[config.mk]
export PLATFORM = sky130hd
export DESIGN_NAME = io_input_conditioner_flat
export DESIGN_NICKNAME = d
export VERILOG_FILES = /design/src/rtl/io_input_conditioner_if.sv /design/src/rtl/io_input_conditioner.sv /design/src/flat_wrapper.sv
export SDC_FILE = /design/constraint.sdc
export NUM_CORES = 2
export LEC_CHECK = 0
export CORE_AREA = 4 4 259 261
export CTS_BUF_LIST = sky130_fd_sc_hd__clkbuf_16
export CTS_CLUSTER_SIZE = 20
export DETAILED_ROUTE_END_ITERATION = 8
export DIE_AREA = 0 0 263 265
export GPL_ROUTABILITY_DRIVEN = 0
export PLACE_DENSITY = 0.81
export SETUP_SLACK_MARGIN = 0.5
export SYNTH_ARGS = -nofsm -noshare
export SYNTH_HDL_FRONTEND = slang
export SYNTH_SLANG_ARGS = --single-unit
[constraint.sdc]
create_clock -name clk_i -period 23 [get_ports clk_i]
set_input_delay 4.6 -clock clk_i [delete_from_list [all_inputs] [get_ports clk_i]]
set_output_delay 4.6 -clock clk_i [all_outputs]
set_load 0.02 [all_outputs]
[src/rtl/io_input_conditioner_if.sv]
// Conditioned switch/button bundle between io_input_conditioner (master) and the LSU (slave).
// The sticky press flags exist only when IO_COND_STICKY_EN is defined.
interface io_input_conditioner_if #(
  parameter int SW_W  = 32,
  parameter int BTN_W = 4
);
  logic [SW_W-1:0]  sw_o;
  logic [BTN_W-1:0] btn_o;
  logic [BTN_W-1:0] btn_press_o;
  logic [BTN_W-1:0] btn_release_o;
`ifdef IO_COND_STICKY_EN
  logic [BTN_W-1:0] btn_clr_i;
  logic [BTN_W-1:0] btn_sticky_o;
`endif

  modport master (
    output sw_o, btn_o, btn_press_o, btn_release_o
`ifdef IO_COND_STICKY_EN
    , input btn_clr_i
    , output btn_sticky_o
`endif
  );

  modport slave (
    input sw_o, btn_o, btn_press_o, btn_release_o
`ifdef IO_COND_STICKY_EN
    , output btn_clr_i
    , input btn_sticky_o
`endif
  );
endinterface

[src/rtl/io_input_conditioner.sv]
// Synchronises, debounces and edge-detects raw board switches and buttons.
// Optional sticky press flags are enabled by defining IO_COND_STICKY_EN.
module io_input_conditioner #(
  parameter int SW_W            = 32,
  parameter int BTN_W           = 4,
  parameter int DEBOUNCE_CYCLES = 50000,
  parameter int BTN_ACTIVE_LOW  = 1
) (
  input  logic                   clk_i,
  input  logic                   rst_i,
  input  logic [SW_W-1:0]        sw_raw_i,
  input  logic [BTN_W-1:0]       btn_raw_i,
  io_input_conditioner_if.master cond
);

  localparam int CNT_W = $clog2(DEBOUNCE_CYCLES + 1);
  localparam int CH_W  = SW_W + BTN_W;
  localparam logic [CNT_W-1:0] CNT_MAX  = CNT_W'(DEBOUNCE_CYCLES - 1);
  localparam logic [CNT_W-1:0] CNT_ONE  = CNT_W'(1);
  localparam logic [CNT_W-1:0] CNT_ZERO = {CNT_W{1'b0}};
  localparam logic [BTN_W-1:0] BTN_IDLE = (BTN_ACTIVE_LOW != 0) ? {BTN_W{1'b1}} : {BTN_W{1'b0}};

  logic [SW_W-1:0]  sw_s1_r, sw_s2_r;
  logic [BTN_W-1:0] btn_s1_r, btn_s2_r;
  logic [BTN_W-1:0] btn_y_s;
  logic [CH_W-1:0]  y_s;
  logic [CH_W-1:0]  stable_r, stable_nxt_s;
  logic [CNT_W-1:0] cnt_r [CH_W];
  logic [CNT_W-1:0] cnt_nxt_s [CH_W];
  logic [BTN_W-1:0] press_r, release_r;
  logic [BTN_W-1:0] btn_stable_s, btn_nxt_s;

  // Two-flop synchronisers; buttons reset to their idle level so no press appears at release.
  always_ff @(posedge clk_i or posedge rst_i) begin
    if (rst_i) begin
      sw_s1_r  <= {SW_W{1'b0}};
      sw_s2_r  <= {SW_W{1'b0}};
      btn_s1_r <= BTN_IDLE;
      btn_s2_r <= BTN_IDLE;
    end else begin
      sw_s1_r  <= sw_raw_i;
      sw_s2_r  <= sw_s1_r;
      btn_s1_r <= btn_raw_i;
      btn_s2_r <= btn_s1_r;
    end
  end

  assign btn_y_s = (BTN_ACTIVE_LOW != 0) ? ~btn_s2_r : btn_s2_r;
  assign y_s     = {btn_y_s, sw_s2_r};

  // Per-channel debounce: any cycle agreeing with the accepted level restarts the count.
  always_comb begin
    stable_nxt_s = stable_r;
    for (int i = 0; i < CH_W; i++) begin
      cnt_nxt_s[i] = CNT_ZERO;
      if (y_s[i] == stable_r[i]) begin
        cnt_nxt_s[i] = CNT_ZERO;
      end else if (cnt_r[i] == CNT_MAX) begin
        stable_nxt_s[i] = y_s[i];
        cnt_nxt_s[i]    = CNT_ZERO;
      end else begin
        cnt_nxt_s[i] = cnt_r[i] + CNT_ONE;
      end
    end
  end

  assign btn_stable_s = stable_r[CH_W-1:SW_W];
  assign btn_nxt_s    = stable_nxt_s[CH_W-1:SW_W];

  // Accepted levels, counters and edge pulses; pulses line up with the btn_o transition.
  always_ff @(posedge clk_i or posedge rst_i) begin
    if (rst_i) begin
      stable_r  <= {CH_W{1'b0}};
      press_r   <= {BTN_W{1'b0}};
      release_r <= {BTN_W{1'b0}};
      for (int i = 0; i < CH_W; i++) begin
        cnt_r[i] <= CNT_ZERO;
      end
    end else begin
      stable_r  <= stable_nxt_s;
      press_r   <= btn_nxt_s & ~btn_stable_s;
      release_r <= ~btn_nxt_s & btn_stable_s;
      for (int i = 0; i < CH_W; i++) begin
        cnt_r[i] <= cnt_nxt_s[i];
      end
    end
  end

  assign cond.sw_o          = stable_r[SW_W-1:0];
  assign cond.btn_o         = btn_stable_s;
  assign cond.btn_press_o   = press_r;
  assign cond.btn_release_o = release_r;

`ifdef IO_COND_STICKY_EN
  logic [BTN_W-1:0] sticky_r;

  // Latched press flags; a press pulse outranks a clear in the same cycle.
  always_ff @(posedge clk_i or posedge rst_i) begin
    if (rst_i) begin
      sticky_r <= {BTN_W{1'b0}};
    end else begin
      sticky_r <= press_r | (sticky_r & ~cond.btn_clr_i);
    end
  end

  assign cond.btn_sticky_o = sticky_r;
`endif

endmodule

[src/flat_wrapper.sv]
// flat-port wrapper written by rule: the top's interface ports become plain ports
module io_input_conditioner_flat 
#(
  parameter int SW_W            = 32,
  parameter int BTN_W           = 4,
  parameter int DEBOUNCE_CYCLES = 50000,
  parameter int BTN_ACTIVE_LOW  = 1
)
  (clk_i, rst_i, sw_raw_i, btn_raw_i, cond_sw_o, cond_btn_o, cond_btn_press_o, cond_btn_release_o);
  io_input_conditioner_if #(.SW_W(SW_W), .BTN_W(BTN_W)) cond_i ();
  input  logic clk_i;
  input  logic rst_i;
  input  logic [SW_W-1:0] sw_raw_i;
  input  logic [BTN_W-1:0] btn_raw_i;
  output wire logic [$bits(cond_i.sw_o)-1:0] cond_sw_o;
  output wire logic [$bits(cond_i.btn_o)-1:0] cond_btn_o;
  output wire logic [$bits(cond_i.btn_press_o)-1:0] cond_btn_press_o;
  output wire logic [$bits(cond_i.btn_release_o)-1:0] cond_btn_release_o;
  assign cond_sw_o = cond_i.sw_o;
  assign cond_btn_o = cond_i.btn_o;
  assign cond_btn_press_o = cond_i.btn_press_o;
  assign cond_btn_release_o = cond_i.btn_release_o;
  io_input_conditioner #(.SW_W(SW_W), .BTN_W(BTN_W), .DEBOUNCE_CYCLES(DEBOUNCE_CYCLES), .BTN_ACTIVE_LOW(BTN_ACTIVE_LOW)) u_core (.clk_i(clk_i), .rst_i(rst_i), .sw_raw_i(sw_raw_i), .btn_raw_i(btn_raw_i), .cond(cond_i));
endmodule
# --- Word level (Yosys, flattened, before mapping) ---
# Index checks and enable logic that the tools add are counted.
totals:
  romBits: 0
  latch_bits: 0
  output_inout_bits: 44
  mem_bits_rw: 0
  elab_cells: 332
  register_bits: 692
  input_bits: 38
  n_memories: 0
op_classes:
  n_reduce_logical: 32
  shifts: 0
  div: 0
  n_eq_ne: 72
  n_mux: 80
  bitwise_logic: 37
  n_lt_le_gt_ge: 0
  n_mul: 0
  add_sub_neg: 36
op_table:
  columns: ["operator", "n"]
  rows:
  - ["$mux W16", 72]
  - ["$add A16 B1 Y16 const B", 36]
  - ["$eq A16 B16 Y1 const B", 36]
  - ["$reduce_and A2 Y1", 32]
  - ["$eq A1 B1 Y1", 36]
  - ["$not A1 Y1", 32]
  - ["$not A4 Y4", 3]
  - ["$and A4 B4 Y4", 2]
  - ["$mux W1", 8]

# --- Depth between registers and ports, before layout ---
logic_depth:
  depth_word: 5
  ltp_mapped: 7
  depth_no_buf: 5

# --- Least setup slack after synthesis ---
# No wires, ideal clock.
synth_path:
  kind: "flip-flop to output port"
  start: "register u_core.stable_r[32]"
  end: "output port cond_btn_o[0]"
  required_time_ns: 18.400
  path_slack_ns: 17.921
  stages_incl_launch_ff: 1
  n_path_buf: 0
  arrival_ns: 0.479
  cell_sequence: "dfrtp_1"
synth_rtl:
  columns: ["element", "line_no", "source"]
  rows:
  - ["from (decl)", "io_input_conditioner.sv:27", "logic [CH_W-1:0] stable_r, stable_nxt_s;"]
  - ["from (signal assigned)", "io_input_conditioner.sv:73", "stable_r <= {CH_W{1'b0}};"]
  - ["from (signal assigned)", "io_input_conditioner.sv:80", "stable_r <= stable_nxt_s;"]
  - ["to (decl)", "flat_wrapper.sv:16", "output wire logic [$bits(cond_i.btn_o)-1:0] cond_btn_o;"]
# No word-level cell between the ends.

==> summary.txt <==
Synthesis
  • Largest cells by area after synthesis: dfrtp_1 53%, xnor2_1 11%, nor2_1 7.1%
  • Post-synthesis compound-gate area fraction: 2.12%
  • EDFF count, synth: 0
  • Post-synthesis simple-gate area fraction: 25.2%
  • Largest family of logic cells by synthesized area: simple AND/OR/NAND/NOR gates
  • Synth async-reset ratio: 100%
  • Synth warnings: 0
  • Fraction of synthesized area in multiplexers: 1.13%
  • Primary FF master, synth: dfrtp_1
  • Yosys reg bits: 692
  • Area share of the leading cell type in the synthesized netlist: 53.5%
  • Cell taking the most area after synthesis: dfrtp_1
  • Top-count cell post-synth: dfrtp_1
  • Post-synthesis xor/xnor area fraction: 14.0%
  • Post-synthesis sequential area ratio: 54.1%
  • Yosys cell types: 39
  • Adder-Cell Fraction of Synth Area: 1.41%
  • Post-Syn Area: 0.0320 mm^2
  • Syn nets: 3153
  • Syn Area/Cell: 10.4 um^2
  • Most frequent cells after synthesis: 684 x dfrtp_1, 607 x nor2_1, 392 x xnor2_1
  • Mapped Cells: 3079

Power
  • Leakage power: 14.6 nW
  • Pwr Density: 69.9 mW/mm^2
  • Peak VDD IR: 0.0581 mV

Critical path
  • Worst Setup SP: rst_i
  • Crit path capture: u_core.cnt_r[284]
  • Startpoint Class: primary input
  • CP Max Fanout: 79
  • Crit path required time: 23690 ps
  • Endpoint class of the critical path: async pin
  • RR Startpoint: u_core.cnt_r[64]
  • Reg2reg end: u_core.cnt_r[64]
  • Worst EP arrival: 8690 ps
  • Setup Crit Path Kind: primary input to async pin
  • Cells on worst reg2reg path: 4
  • R2R setup slack: 20900 ps

Clock tree
  • CTS Buffer Depth: 3
  • Root buf cell: clkbuf_16
  • Clock transition at path regs: 60 ps
  • Clock latency at the later pin of the worst-skew pair: 620 ps
  • Post-CTS Setup Inserts: 0
  • # H-tree levels: 3
  • Cts repair resizes: 0
  • CTS sink count: 692
  • CTS tree: done
  • Cts hold-fix bufs: 0
  • CTS Buf Count: 76

Hold path
  • Worst hold path class: register to register
  • Hold_sp: u_core.sw_s1_r[11]

Global routing
  • Total GRT Usage: 16.3%
  • Pin count of the biggest net entering global routing: 188
  • GR Overflow Total: 0
  • First-pass GRT wire length: 101000 um
  • Antenna violations before repair: 0
  • Vias in the first global route: 22.0k

Drt
  • DR WL met3: 1790 um
  • Met2 wire length: 27200 um
  • Top layer in use: met4
  • Met1 WL: 26500 um
  • 1st-iter DRT viols: 1547
  • Post-Route WL: 56700 um
  • Post-route antenna net violation count: 0
  • WL/cell: 13.8 um
  • Via/cell ratio: 5.38
  • Vias: 22.1k
  • DR pass1 iterations: 7
  • DRC: 0

Floorplan
  • Core ar.: 0.0645 mm^2
  • I/O Pins: 82
  • Die H: 265 um
  • Rows: 93
  • Horiz. Die Dim: 263 um
  • Initial core utilization: 49.7%
  • Total die area: 0.0697 mm^2

Timing
  • Min cycle time layout: 8000 ps
  • Worst-Margin Slew: 1000 ps
  • Final hold slack: 346 ps
  • Achievable Freq: 125 MHz
  • Sum Neg Setup Slack: 0 ps
  • Skew final: 25.8 ps
  • Final hold viol count: 0
  • Tcrit/Tclk final: 34.8%
  • Slew margin rel.: 33.0%
  • Final setup fails: 0
  • Final Max Slew Viols: 0
  • RSZ-0062 raised after global routing: false

Run status
  • Outcome: completed

Place
  • Port Buf Inserts: 81
  • DP HPWL: 36800 um

Finish
  • # diodes: 0
  • Nets: 3274
  • Area Overhead vs Synth: 13.0%
  • Share of cells above drive strength 1: 5.86%

Job
  • Max Cap Violations: 0
worst max-delay path: stages:
cell and delay [ps]:
clkdlybuf4s50_1 440, clkinvlp_4 420, buf_4 810, buf_4 830, buf_4 800, buf_4 620
sequential cells by signal, indices dropped and copies added, names as in the netlist:
register,flops
u_core.stable_r,36
u_core.sw_s1_r,32
u_core.cond.btn_press_o,4
u_core.btn_s1_r,4
u_core.btn_s2_r,4
u_core.sw_s2_r,32
u_core.cond.btn_release_o,4
u_core.cnt_r,576
per-layer routing:
metal	global-route usage (%)	up-vias
li1	-	10954
met1	21.9	10781
met2	27.4	291
met3	3.14	93
met4	4.58	0
met5	0	-
stage by stage:
| stage | area (um^2) | util (%) | std cells | worst slack [ps] | power (mW) |
|---|---|---|---|---|---|
| after CTS | 36200 | 56.1 | 4114 | 14730 | 2.57 |
| final | 36200 | 56.1 | 4114 | 15000 | 2.53 |
| after global routing | 36200 | 56.1 | 4114 | 14240 | 2.64 |
| after detailed placement | 33700 | 52.3 | 3977 | 14080 | 1.36 |
| after global placement | 33700 | 52.3 | 3977 | 14100 | 1.36 |
| after floorplan | 32000 | - | 3079 | 8940 | 1.34 |
worst min path at each step:
stage	end	slack (ps)	depth (start not counted)
2_1_floorplan	u_core.sw_s2_r[0]	330	0
3_3_place_gp	u_core.sw_s2_r[4]	330	0
3_5_place_dp	u_core.sw_s2_r[11]	330	0
4_1_cts	u_core.sw_s2_r[11]	350	0
5_1_grt	u_core.sw_s2_r[11]	350	0
6_report	u_core.sw_s2_r[11]	350	0
kinds of logic after synthesis:
logic type | count (synthesis)
XOR/XNOR | 512
adder cells (fa/ha/maj) | 36
buffers and inverters | 149
AO/OA/AOI/OAI | 70
flip-flops | 692
AND/OR/NAND/NOR | 1588
multiplexers | 32
area by class of cell:
cell class / instances / area, um^2
fillers: 5464 / 28300
flip-flops and latches: 692 / 17300
clock buffers: 77 / 1930
well taps: 855 / 1070
inverters: 103 / 390
repair buffers: 89 / 883
multi-input cells: 2238 / 14000
clock inverters: 60 / 552
where the power goes:
part / total [mW] / internal, mW / switching, mW
logic: 0.0762 / 0.0246 / 0.0516
registers: 1.26 / 1.24 / 0.0201
clock network: 1.19 / 0.695 / 0.498
total: 2.53 / 1.96 / 0.569
layout by cell type, fill, tap and decap left out, drive strengths merged, types with 9 or more instances in the layout:
master,instances
o31ai,17
nor4b,31
xor2,120
xnor2,392
nor3,119
nand4,159
o21ai,9
clkdlybuf4s50,81
ha,36
nor2,607
nand3,211
o41ai,13
mux2,32
inv,125
nand2,141
a21oi,28
nor4bb,45
or3,15
and3,63
clkinv,25
nor4,145
nand3b,9
or4,17
or2,9
clkbuf,77
dfrtp,684
No activity file was read; power rests on OpenSTA's default activity.
